$ cat src/rtl/mips_prog_loader.sv
// Byte-stream program loader: packs big-endian bytes into 32-bit words, writes them from
// address 0 upward, and releases the CPU once an HLT word has been stored.
//
// state | meaning
// IDLE  | waiting for start after reset
// LOAD  | accepting bytes into the shift register
// WRITE | one-cycle memory write of the assembled word
// DONE  | HLT stored, cpu_run high
// ERR   | memory filled without HLT
module mips_prog_loader #(
  parameter int ADDR_W = 10,
  parameter int DEPTH  = 1024
) (
  input  logic              clk1,
  input  logic              reset,
  input  logic              start,
  input  logic              in_valid,
  input  logic [7:0]        in_data,
  output logic              in_ready,
  output logic              mem_we,
  output logic [ADDR_W-1:0] mem_addr,
  output logic [31:0]       mem_wdata,
  output logic [ADDR_W:0]   word_count,
  output logic              busy,
  output logic              done,
  output logic              error,
  output logic              cpu_run
);

  typedef enum logic [2:0] {S_IDLE, S_LOAD, S_WRITE, S_DONE, S_ERR} state_t;

  localparam logic [ADDR_W:0] LP_DEPTH = (ADDR_W+1)'(DEPTH);

  state_t            r_state;
  state_t            w_next;
  logic [ADDR_W-1:0] r_addr;
  logic [1:0]        r_byte_cnt;
  logic [31:0]       r_shift;
  logic [ADDR_W:0]   r_word_count;
  logic              r_mem_we;
  logic [ADDR_W-1:0] r_mem_addr;
  logic [31:0]       r_mem_wdata;

  logic w_accept;
  logic w_last_byte;
  logic w_start_ok;
  logic w_hlt;
  logic w_full;

  assign w_accept    = (r_state == S_LOAD) && in_valid;
  assign w_last_byte = w_accept && (r_byte_cnt == 2'd3);
  assign w_start_ok  = start && ((r_state == S_IDLE) || (r_state == S_DONE) || (r_state == S_ERR));
  assign w_hlt       = (r_mem_wdata[31:26] == 6'h3f);
  assign w_full      = ((r_word_count + (ADDR_W+1)'(1)) == LP_DEPTH);

  always_ff @(posedge clk1 or posedge reset) begin
    if (reset) r_state <= S_IDLE;
    else       r_state <= w_next;
  end

  always_comb begin
    w_next = r_state;
    case (r_state)
      S_IDLE, S_DONE, S_ERR: if (start) w_next = S_LOAD;
      S_LOAD:                if (w_last_byte) w_next = S_WRITE;
      S_WRITE: begin
        // HLT wins over overflow: a program ending exactly at the last word is valid
        if (w_hlt)       w_next = S_DONE;
        else if (w_full) w_next = S_ERR;
        else             w_next = S_LOAD;
      end
      default:               w_next = S_IDLE;
    endcase
  end

  always_comb begin
    in_ready = 1'b0;
    busy     = 1'b0;
    done     = 1'b0;
    error    = 1'b0;
    cpu_run  = 1'b0;
    case (r_state)
      S_LOAD:  begin in_ready = 1'b1; busy = 1'b1; end
      S_WRITE: busy = 1'b1;
      S_DONE:  begin done = 1'b1; cpu_run = 1'b1; end
      S_ERR:   error = 1'b1;
      default: ;
    endcase
  end

  always_ff @(posedge clk1 or posedge reset) begin
    if (reset) begin
      r_addr       <= '0;
      r_byte_cnt   <= '0;
      r_shift      <= '0;
      r_word_count <= '0;
      r_mem_we     <= 1'b0;
      r_mem_addr   <= '0;
      r_mem_wdata  <= '0;
    end else begin
      r_mem_we <= w_last_byte;
      if (w_start_ok) begin
        r_addr       <= '0;
        r_byte_cnt   <= '0;
        r_word_count <= '0;
      end
      if (w_accept) begin
        r_shift    <= {r_shift[23:0], in_data};
        r_byte_cnt <= r_byte_cnt + 2'd1;
      end
      if (w_last_byte) begin
        r_mem_addr  <= r_addr;
        r_mem_wdata <= {r_shift[23:0], in_data};
      end
      if (r_state == S_WRITE) begin
        r_addr       <= r_addr + ADDR_W'(1);
        r_word_count <= r_word_count + (ADDR_W+1)'(1);
      end
    end
  end

  assign mem_we     = r_mem_we;
  assign mem_addr   = r_mem_addr;
  assign mem_wdata  = r_mem_wdata;
  assign word_count = r_word_count;

endmodule

$ cat config.mk
export PLATFORM = sky130hd
export DESIGN_NAME = mips_prog_loader
export DESIGN_NICKNAME = d
export VERILOG_FILES = /design/src/rtl/mips_prog_loader.sv
export SDC_FILE = /design/constraint.sdc
export NUM_CORES = 1
export LEC_CHECK = 0
export BUFFER_PORTS_ARGS = -buffer_cell sky130_fd_sc_hd__buf_2
export CORE_AREA = 4 4 87 89
export DETAILED_ROUTE_END_ITERATION = 10
export DIE_AREA = 0 0 91 93
export PLACE_DENSITY = 0.87
export SYNTH_ARGS = -nofsm -noshare
export SYNTH_HDL_FRONTEND = slang
export SYNTH_SLANG_ARGS = --single-unit
$ cat constraint.sdc
create_clock -name clk1 -period 6 [get_ports clk1]
set_input_delay 0.6 -clock clk1 [delete_from_list [all_inputs] [get_ports clk1]]
set_output_delay 0.6 -clock clk1 [all_outputs]
set_load 0.05 [all_outputs]
==> results by group, run 1 <==
Status
  – Status: finished, final reports clean

Worst setup path
  – CP required: 5400 ps
  – Critical path depth in cells: 3
  – WP buf/inv: 1
  – Worst Reg2Reg Path Length in Cells: 3
  – Worst setup EP type: output pin
  – Critical path arrival: about 1900 ps
  – Slowest-stage cell, CP: nor3b_4
  – Internal reg-to-reg setup slack: 3690 ps
  – Max Fanout on Critical Path: 16
  – Max stage delay on crit path: 610 ps
  – Crit path kind: flip-flop to output pin
  – Delay-heaviest family, CP: simple AND/OR/NAND/NOR gates
  – Startpoint types: flip-flop
  – CP Cell Sequence: nor3b_4 -> or2_2 -> buf_2

Pwr
  – Peak VDD IR: between 400 and 500 uV
  – Leakage: ~2.2 nW
  – Logic pwr share: between 40% and 50%
  – Clk pwr share: a little under a fifth
  – Pwr Density: 553 mW/mm^2
  – Sequential power share: between 30 and 40%
  – Int Power: around 1.4 mW
  – Net Sw Frac: approximately 43%
  – P_sw: 1.09 mW

CTS
  – H-tree levels: 3
  – Clk buf depth: 2
  – Clock buffer count from CTS: 9
  – Clk root buf: clkbuf_8
  – CTS tree: yes
  – Clk_lat worst skew: between 300 and 400 ps
  – Hold-fix buffers, CTS: 0
  – Number of clock sinks: 93
  – # Post-CTS Setup Buffers: 0
  – Clock Pin Slew Worst Setup and Hold Paths: approximately 90 ps
  – CTS resizes: 0

Placement
  – Routability cong.: ~0.89
  – Placed cell count: 446
  – Area after DPL: roughly 0.0043 mm^2
  – Port bufs: 70
  – Hpwl dp: about 5200 um

Timing
  – Post-layout min period: about 2500 ps
  – Slew headroom: between 20% and 30%
  – Post-route setup TNS: 0 ps
  – Worst slew pin tran: between 1000 and 1500 ps
  – Clock skew: 8.53 ps
  – Final Setup Violations: 0
  – Final Hold Fails: 0
  – Fin crit share: approximately 42%
  – Fmax: about 0.4 GHz
  – Slew Viols, Final: 0
  – Unrepaired setup endpoints after global routing: no

Routing
  – Total Wirelength: 7900 um
  – Final ANT Viol Nets: 0
  – Vias: approximately 2700
  – Drt initial violations: approximately 120
  – Vias per std cell: 5.80
  – First-pass DRT Iterations: 4
  – DRC: 0
  – Routed WL per cell: ~17 um

Final layout
  – Area of the multi-input gates: ~0.0015 mm^2
  – Layout Utilization: 67.6%
  – Filler instances: 515
  – Nets: ~390
  – Final Non-Filler Cells: 462
  – Sequential cell area: around 0.0023 mm^2
  – Design area: approximately 0.0046 mm^2
  – Layout cells sized above 1: between 40% and 50%
  – Ant diodes: 0
  – Area grow syn2layout: 14.3%

Global route
  – Remaining global-route overflow: 0
  – First-pass GRT wire length: 13400 um
  – Vias in the first global route: 2756
  – Largest net degree at the start of global routing: between 50 and 60
  – Antenna violations before repair: 0
  – Gr usage total: between 10% and 20%

Die
  – Starting Density: 59.1%
  – Die Wd: between 90 and 100 um
  – Die ar.: about 0.0085 mm^2
  – Rows: 30
  – Core area: a little under 0.007 mm^2
  – Die Y: 93 um
  – Io pins: 71

Synth
  – Synth Register Bits: 93
  – Synth cell count leaders: dfrtp_1 (93), mux2_2 (66), o21ai_0 (33)
  – Post-synth EDFFs: 0
  – Sequential area share after synthesis: 58.3%
  – Total number of yosys warnings: 0
  – Most common cell in the netlist: dfrtp_1
  – Library cells used by synthesis: 42
  – Top-area cell type share of the netlist area: 58.3%
  – Mapped cell area: between 0.003 and 0.004 mm^2
  – Syn avg cell area: 12.8 um^2
  – Dominant cell type by area after synthesis: dfrtp_1
  – Dominant synthesized flop cell: dfrtp_1
  – Top post-synthesis cells by area: dfrtp_1 (58%), mux2_2 (19%), o21ai_0 (4.1%)
  – Post-Syn Instances: around 310
  – Mapped Nets: 329
  – Ys async rst share: 100%

Flow run
  – Max-cap viol count: 0

Worst hold path
  – Hold Path Class: input port to asynchronous set/reset pin
power groups by stage:
| stage | Combinational, mW | Clock (mW) | Sequential [mW] |
|---|---|---|---|
| after CTS | 1.06 | 0.485 | 0.997 |
| final | 1.05 | 0.478 | 0.994 |
| after floorplan | 0.410 | 0 | 1.41 |
| after detailed placement | 1.06 | 0 | 1.00 |
| after global placement | 1.04 | 0 | 0.986 |
| after global routing | 1.12 | 0.512 | 1.02 |
through the flow:
step	power (mW)	setup WS [ps]	hold slack [ps]
6_report	2.52	3470	316
3_5_place_dp	2.06	3710	478
4_1_cts	2.55	3460	332
2_1_floorplan	1.82	2980	446
5_1_grt	2.65	3390	372
3_3_place_gp	2.02	3810	470
sequential cells by signal, indices dropped and copies added (netlist names):
register	cells
mem_addr	10
r_shift	24
r_byte_cnt	2
mem_we	1
word_count	11
r_addr	10
r_state	3
mem_wdata	32
cell usage in the layout (no fill, tap or decap), types with 4 or more instances in the layout:
cell type | netlist | routed
dfrtp_1 | 93 | 93
buf_2 | 4 | 70
mux2_2 | 66 | 66
o21ai_0 | 33 | 33
nand2_1 | 21 | 21
nor2_1 | 12 | 12
nand3_1 | 10 | 10
clkbuf_8 | 0 | 10
nand4_1 | 7 | 7
a31oi_1 | 5 | 5
and3_1 | 5 | 4
ha_1 | 4 | 4
cell families (layout without fill, tap and decap cells):
| logic type | after synthesis | after routing | synth area share [%] |
|---|---|---|---|
| xor+xnor | 6 | 6 | 1.32 |
| mux | 66 | 66 | 18.6 |
| compound gates | 52 | 52 | 7.74 |
| simple gates | 71 | 71 | 9.53 |
| fa+ha+maj | 4 | 4 | 1.25 |
| buf+inv | 21 | 90 | 3.26 |
| flops | 93 | 93 | 58.3 |
cell type report:
class / instances / share of cell area [%]
sequential: 93 / 51.0
clock buffer: 10 / 3.02
clock inverter: 6 / 2.03
tap: 80 / 2.19
multi-input combinational: 199 / 33.7
timing repair buffer: 71 / 7.84
inverter: 3 / 0.274
per-layer routing:
metal,GRT usage (%),share of wire (%)
met2,32.3,49
met3,6.44,7.1
met1,25.1,43
met5,0,0
met4,5.65,1.3
worst paths after layout:
kind                            start      endpoint
min reg2reg                 r_addr[9]     r_addr[9]
max in group asynchronous       reset   r_shift[19]
max reg2reg                r_state[0]  mem_wdata[7]
min                             reset     r_addr[0]
min in group clk1          in_data[5]  mem_wdata[5]
max                        r_state[2]          busy
No activity file was read; power rests on OpenSTA's default activity.
==> inputs of run 2 (changes only) <==
--- a/config.mk
+++ b/config.mk
@@ -6,10 +6,10 @@
 export NUM_CORES = 1
 export LEC_CHECK = 0
 export BUFFER_PORTS_ARGS = -buffer_cell sky130_fd_sc_hd__buf_2
-export CORE_AREA = 4 4 87 89
+export CORE_AREA = 4 4 91 93
 export DETAILED_ROUTE_END_ITERATION = 10
-export DIE_AREA = 0 0 91 93
-export PLACE_DENSITY = 0.87
+export DIE_AREA = 0 0 95 97
+export PLACE_DENSITY = 0.81
 export SYNTH_ARGS = -nofsm -noshare
 export SYNTH_HDL_FRONTEND = slang
 export SYNTH_SLANG_ARGS = --single-unit
==> constraint.sdc (replaced) <==
create_clock -name clk1 -period 2.36 [get_ports clk1]
set_input_delay 0.236 -clock clk1 [delete_from_list [all_inputs] [get_ports clk1]]
set_output_delay 0.236 -clock clk1 [all_outputs]
set_load 0.05 [all_outputs]
==> run 2 against run 1 <==
Against the previous run:
- critical path type unchanged
- register-to-register slack got worse by 3300 ps
- non-clock buffer count grew 6
- routed wire length down 2.8%
- via count fell by 1.7%
- die area increased by 8.9%
- sequential cell count is the same
- first-iteration DRC count fell by 0.81%
- cell area up 1.5%
- critical path depth rose by 1
==> results by group, run 2 (synthesized netlist as in run 1, its figures left out) <==
Routing
  – Final ANT Viol Nets: 0
  – First-pass DRT Iterations: 5
  – Drt initial violations: 123
  – DRC: 0
  – Total Wirelength: between 7000 and 8000 um
  – Vias per std cell: between 5 and 6
  – Routed WL per cell: about 16 um
  – Vias: 2635

Placement
  – Routability cong.: between 0.8 and 0.9
  – Worst slack at placement: around 460 ps
  – Placed cell count: approximately 470
  – Hpwl dp: around 5300 um
  – Port bufs: 70

Die
  – Core area: approximately 0.0075 mm^2
  – Io pins: just over 70
  – Die Y: approximately 97 um
  – Die Wd: 95 um
  – Rows: 32
  – Starting Density: a little over half
  – Die ar.: slightly above 0.009 mm^2

Final layout
  – Number of flip-flops in the largest register: 32
  – Area grow syn2layout: 16.0%
  – Final Non-Filler Cells: 490
  – Commonest non-fill, non-tap cell in the layout: dfrtp_1
  – Nets: approximately 400
  – Most frequent cells in the layout: dfrtp_1 (93), buf_2 (70), mux2_2 (66)
  – Ant diodes: 0
  – Layout cells sized above 1: 43.6%

Pwr
  – Leakage: between 2 and 2.5 nW
  – Peak VDD IR: 980 uV
  – Pwr Density: ~1300 mW/mm^2

CTS
  – Number of clock sinks: 93
  – Clk buf depth: 2
  – CTS resizes: 0
  – Clk_lat worst skew: about 370 ps
  – Clock buffer count from CTS: 9
  – H-tree levels: 3
  – Clk root buf: clkbuf_8
  – Clock Pin Slew Worst Setup and Hold Paths: 110 ps
  – Hold-fix buffers, CTS: 1
  – # Post-CTS Setup Buffers: 0
  – CTS tree: yes

Global route
  – Antenna violations before repair: 0
  – First-pass GRT wire length: 13300 um
  – Vias in the first global route: approximately 2800
  – Remaining global-route overflow: 0
  – Gr usage total: between 10% and 20%
  – Largest net degree at the start of global routing: 42

Status
  – Status: finished, final reports clean

Timing
  – Final Hold Fails: 0
  – Slew headroom: between 50% and 60%
  – Fin crit share: between 80% and 90%
  – Post-route setup TNS: 0 ps
  – Worst slew pin tran: 642 ps
  – Final Setup Violations: 0
  – Post-layout min period: 2110 ps
  – Unrepaired setup endpoints after global routing: no
  – Slew Viols, Final: 0
  – Clock skew: ~16 ps
  – Final WS setup: around 250 ps
  – Fmax: ~0.47 GHz

Worst setup path
  – Critical path arrival: 1880 ps
  – Internal reg-to-reg setup slack: 430 ps
  – Worst setup EP type: output pin
  – R2r endpoint: r_state[0]
  – CP required: around 2100 ps
  – Max stage delay on crit path: around 480 ps
  – Max Fanout on Critical Path: 9
  – Slowest-stage cell, CP: dfrtp_1
  – Startpoint types: flip-flop
  – CP Cell Sequence: nor3b_4 -> buf_4 -> or2_2 -> buf_2
  – Crit path kind: flip-flop to output pin
  – Worst Reg2Reg Path Length in Cells: 6
  – R2R Path Start: word_count[0]

Worst hold path
  – Hold Path Class: input port to flip-flop
  – Hold path depth: 2
  – Hold_sp: in_data[0]
  – Hold EP: r_shift[0]

Flow run
  – Max-cap viol count: 0
-- run 2: changes by cell type in the layout (fill, tap and decap cells not counted) --
cell           delta
buf_4             +3
clkinv_2          -1
buf_12            +2
clkbuf_8          -1
bufinv_16         -2
clkinv_4          +1
clkinvlp_4        -1
inv_8             +4
dlygate4sd3_1     +1
-- run 2: worst max-delay path: cells and delay by family, from the launching register on --
kind	cells	cell delay [ps]
AND/OR/NAND/NOR	2	550
buffers and inverters	2	490
flip-flops	1	480
-- run 2: stage by stage --
step / hold slack (ps) / power (mW) / cell area [um^2] / util, %
5_1_grt: 88.2 / 6.58 / 4630 / 61.5
3_5_place_dp: 259 / 5.26 / 4430 / 58.8
2_1_floorplan: 325 / 4.63 / 4000 / -
4_1_cts: 93.1 / 6.31 / 4630 / 61.5
6_report: 105 / 6.24 / 4630 / 61.5
3_3_place_gp: 259 / 5.17 / 4430 / 58.8
-- run 2: final cells by class --
type                            instances  area, um^2
Sequential cell                        93        2330
Clock inverter                          7        71.3
Tap cell                              102         128
Inverter                                3        15.0
Timing Repair Buffer                   77         430
Clock buffer                            9         124
Fill cell                             618        2900
Multi-Input combinational cell        199        1540
-- run 2: power breakdown --
| group | internal (mW) | switching (mW) | leakage [nW] |
|---|---|---|---|
| sequential | 2.16 | 0.354 | 1.18 |
| clock | 0.422 | 0.627 | 0.102 |
| combinational | 0.865 | 1.81 | 0.940 |
-- run 2: worst max-delay path by stage --
stage	slack [ps]	end	startpoint
after global placement	520	r_state[0]	word_count[0]
after CTS	260	busy	r_state[0]
after detailed placement	460	r_state[0]	word_count[0]
after floorplan	110	r_state[0]	word_count[0]
final	250	busy	r_state[0]
after global routing	170	busy	r_state[2]
-- run 2: routing by layer --
| layer | wire (um) | track usage, % |
|---|---|---|
| met1 | 3460 | 24.5 |
| met2 | 3630 | 27.5 |
| met3 | 462 | 5.13 |
| met4 | 121 | 6.22 |
| met5 | 0 | 0 |
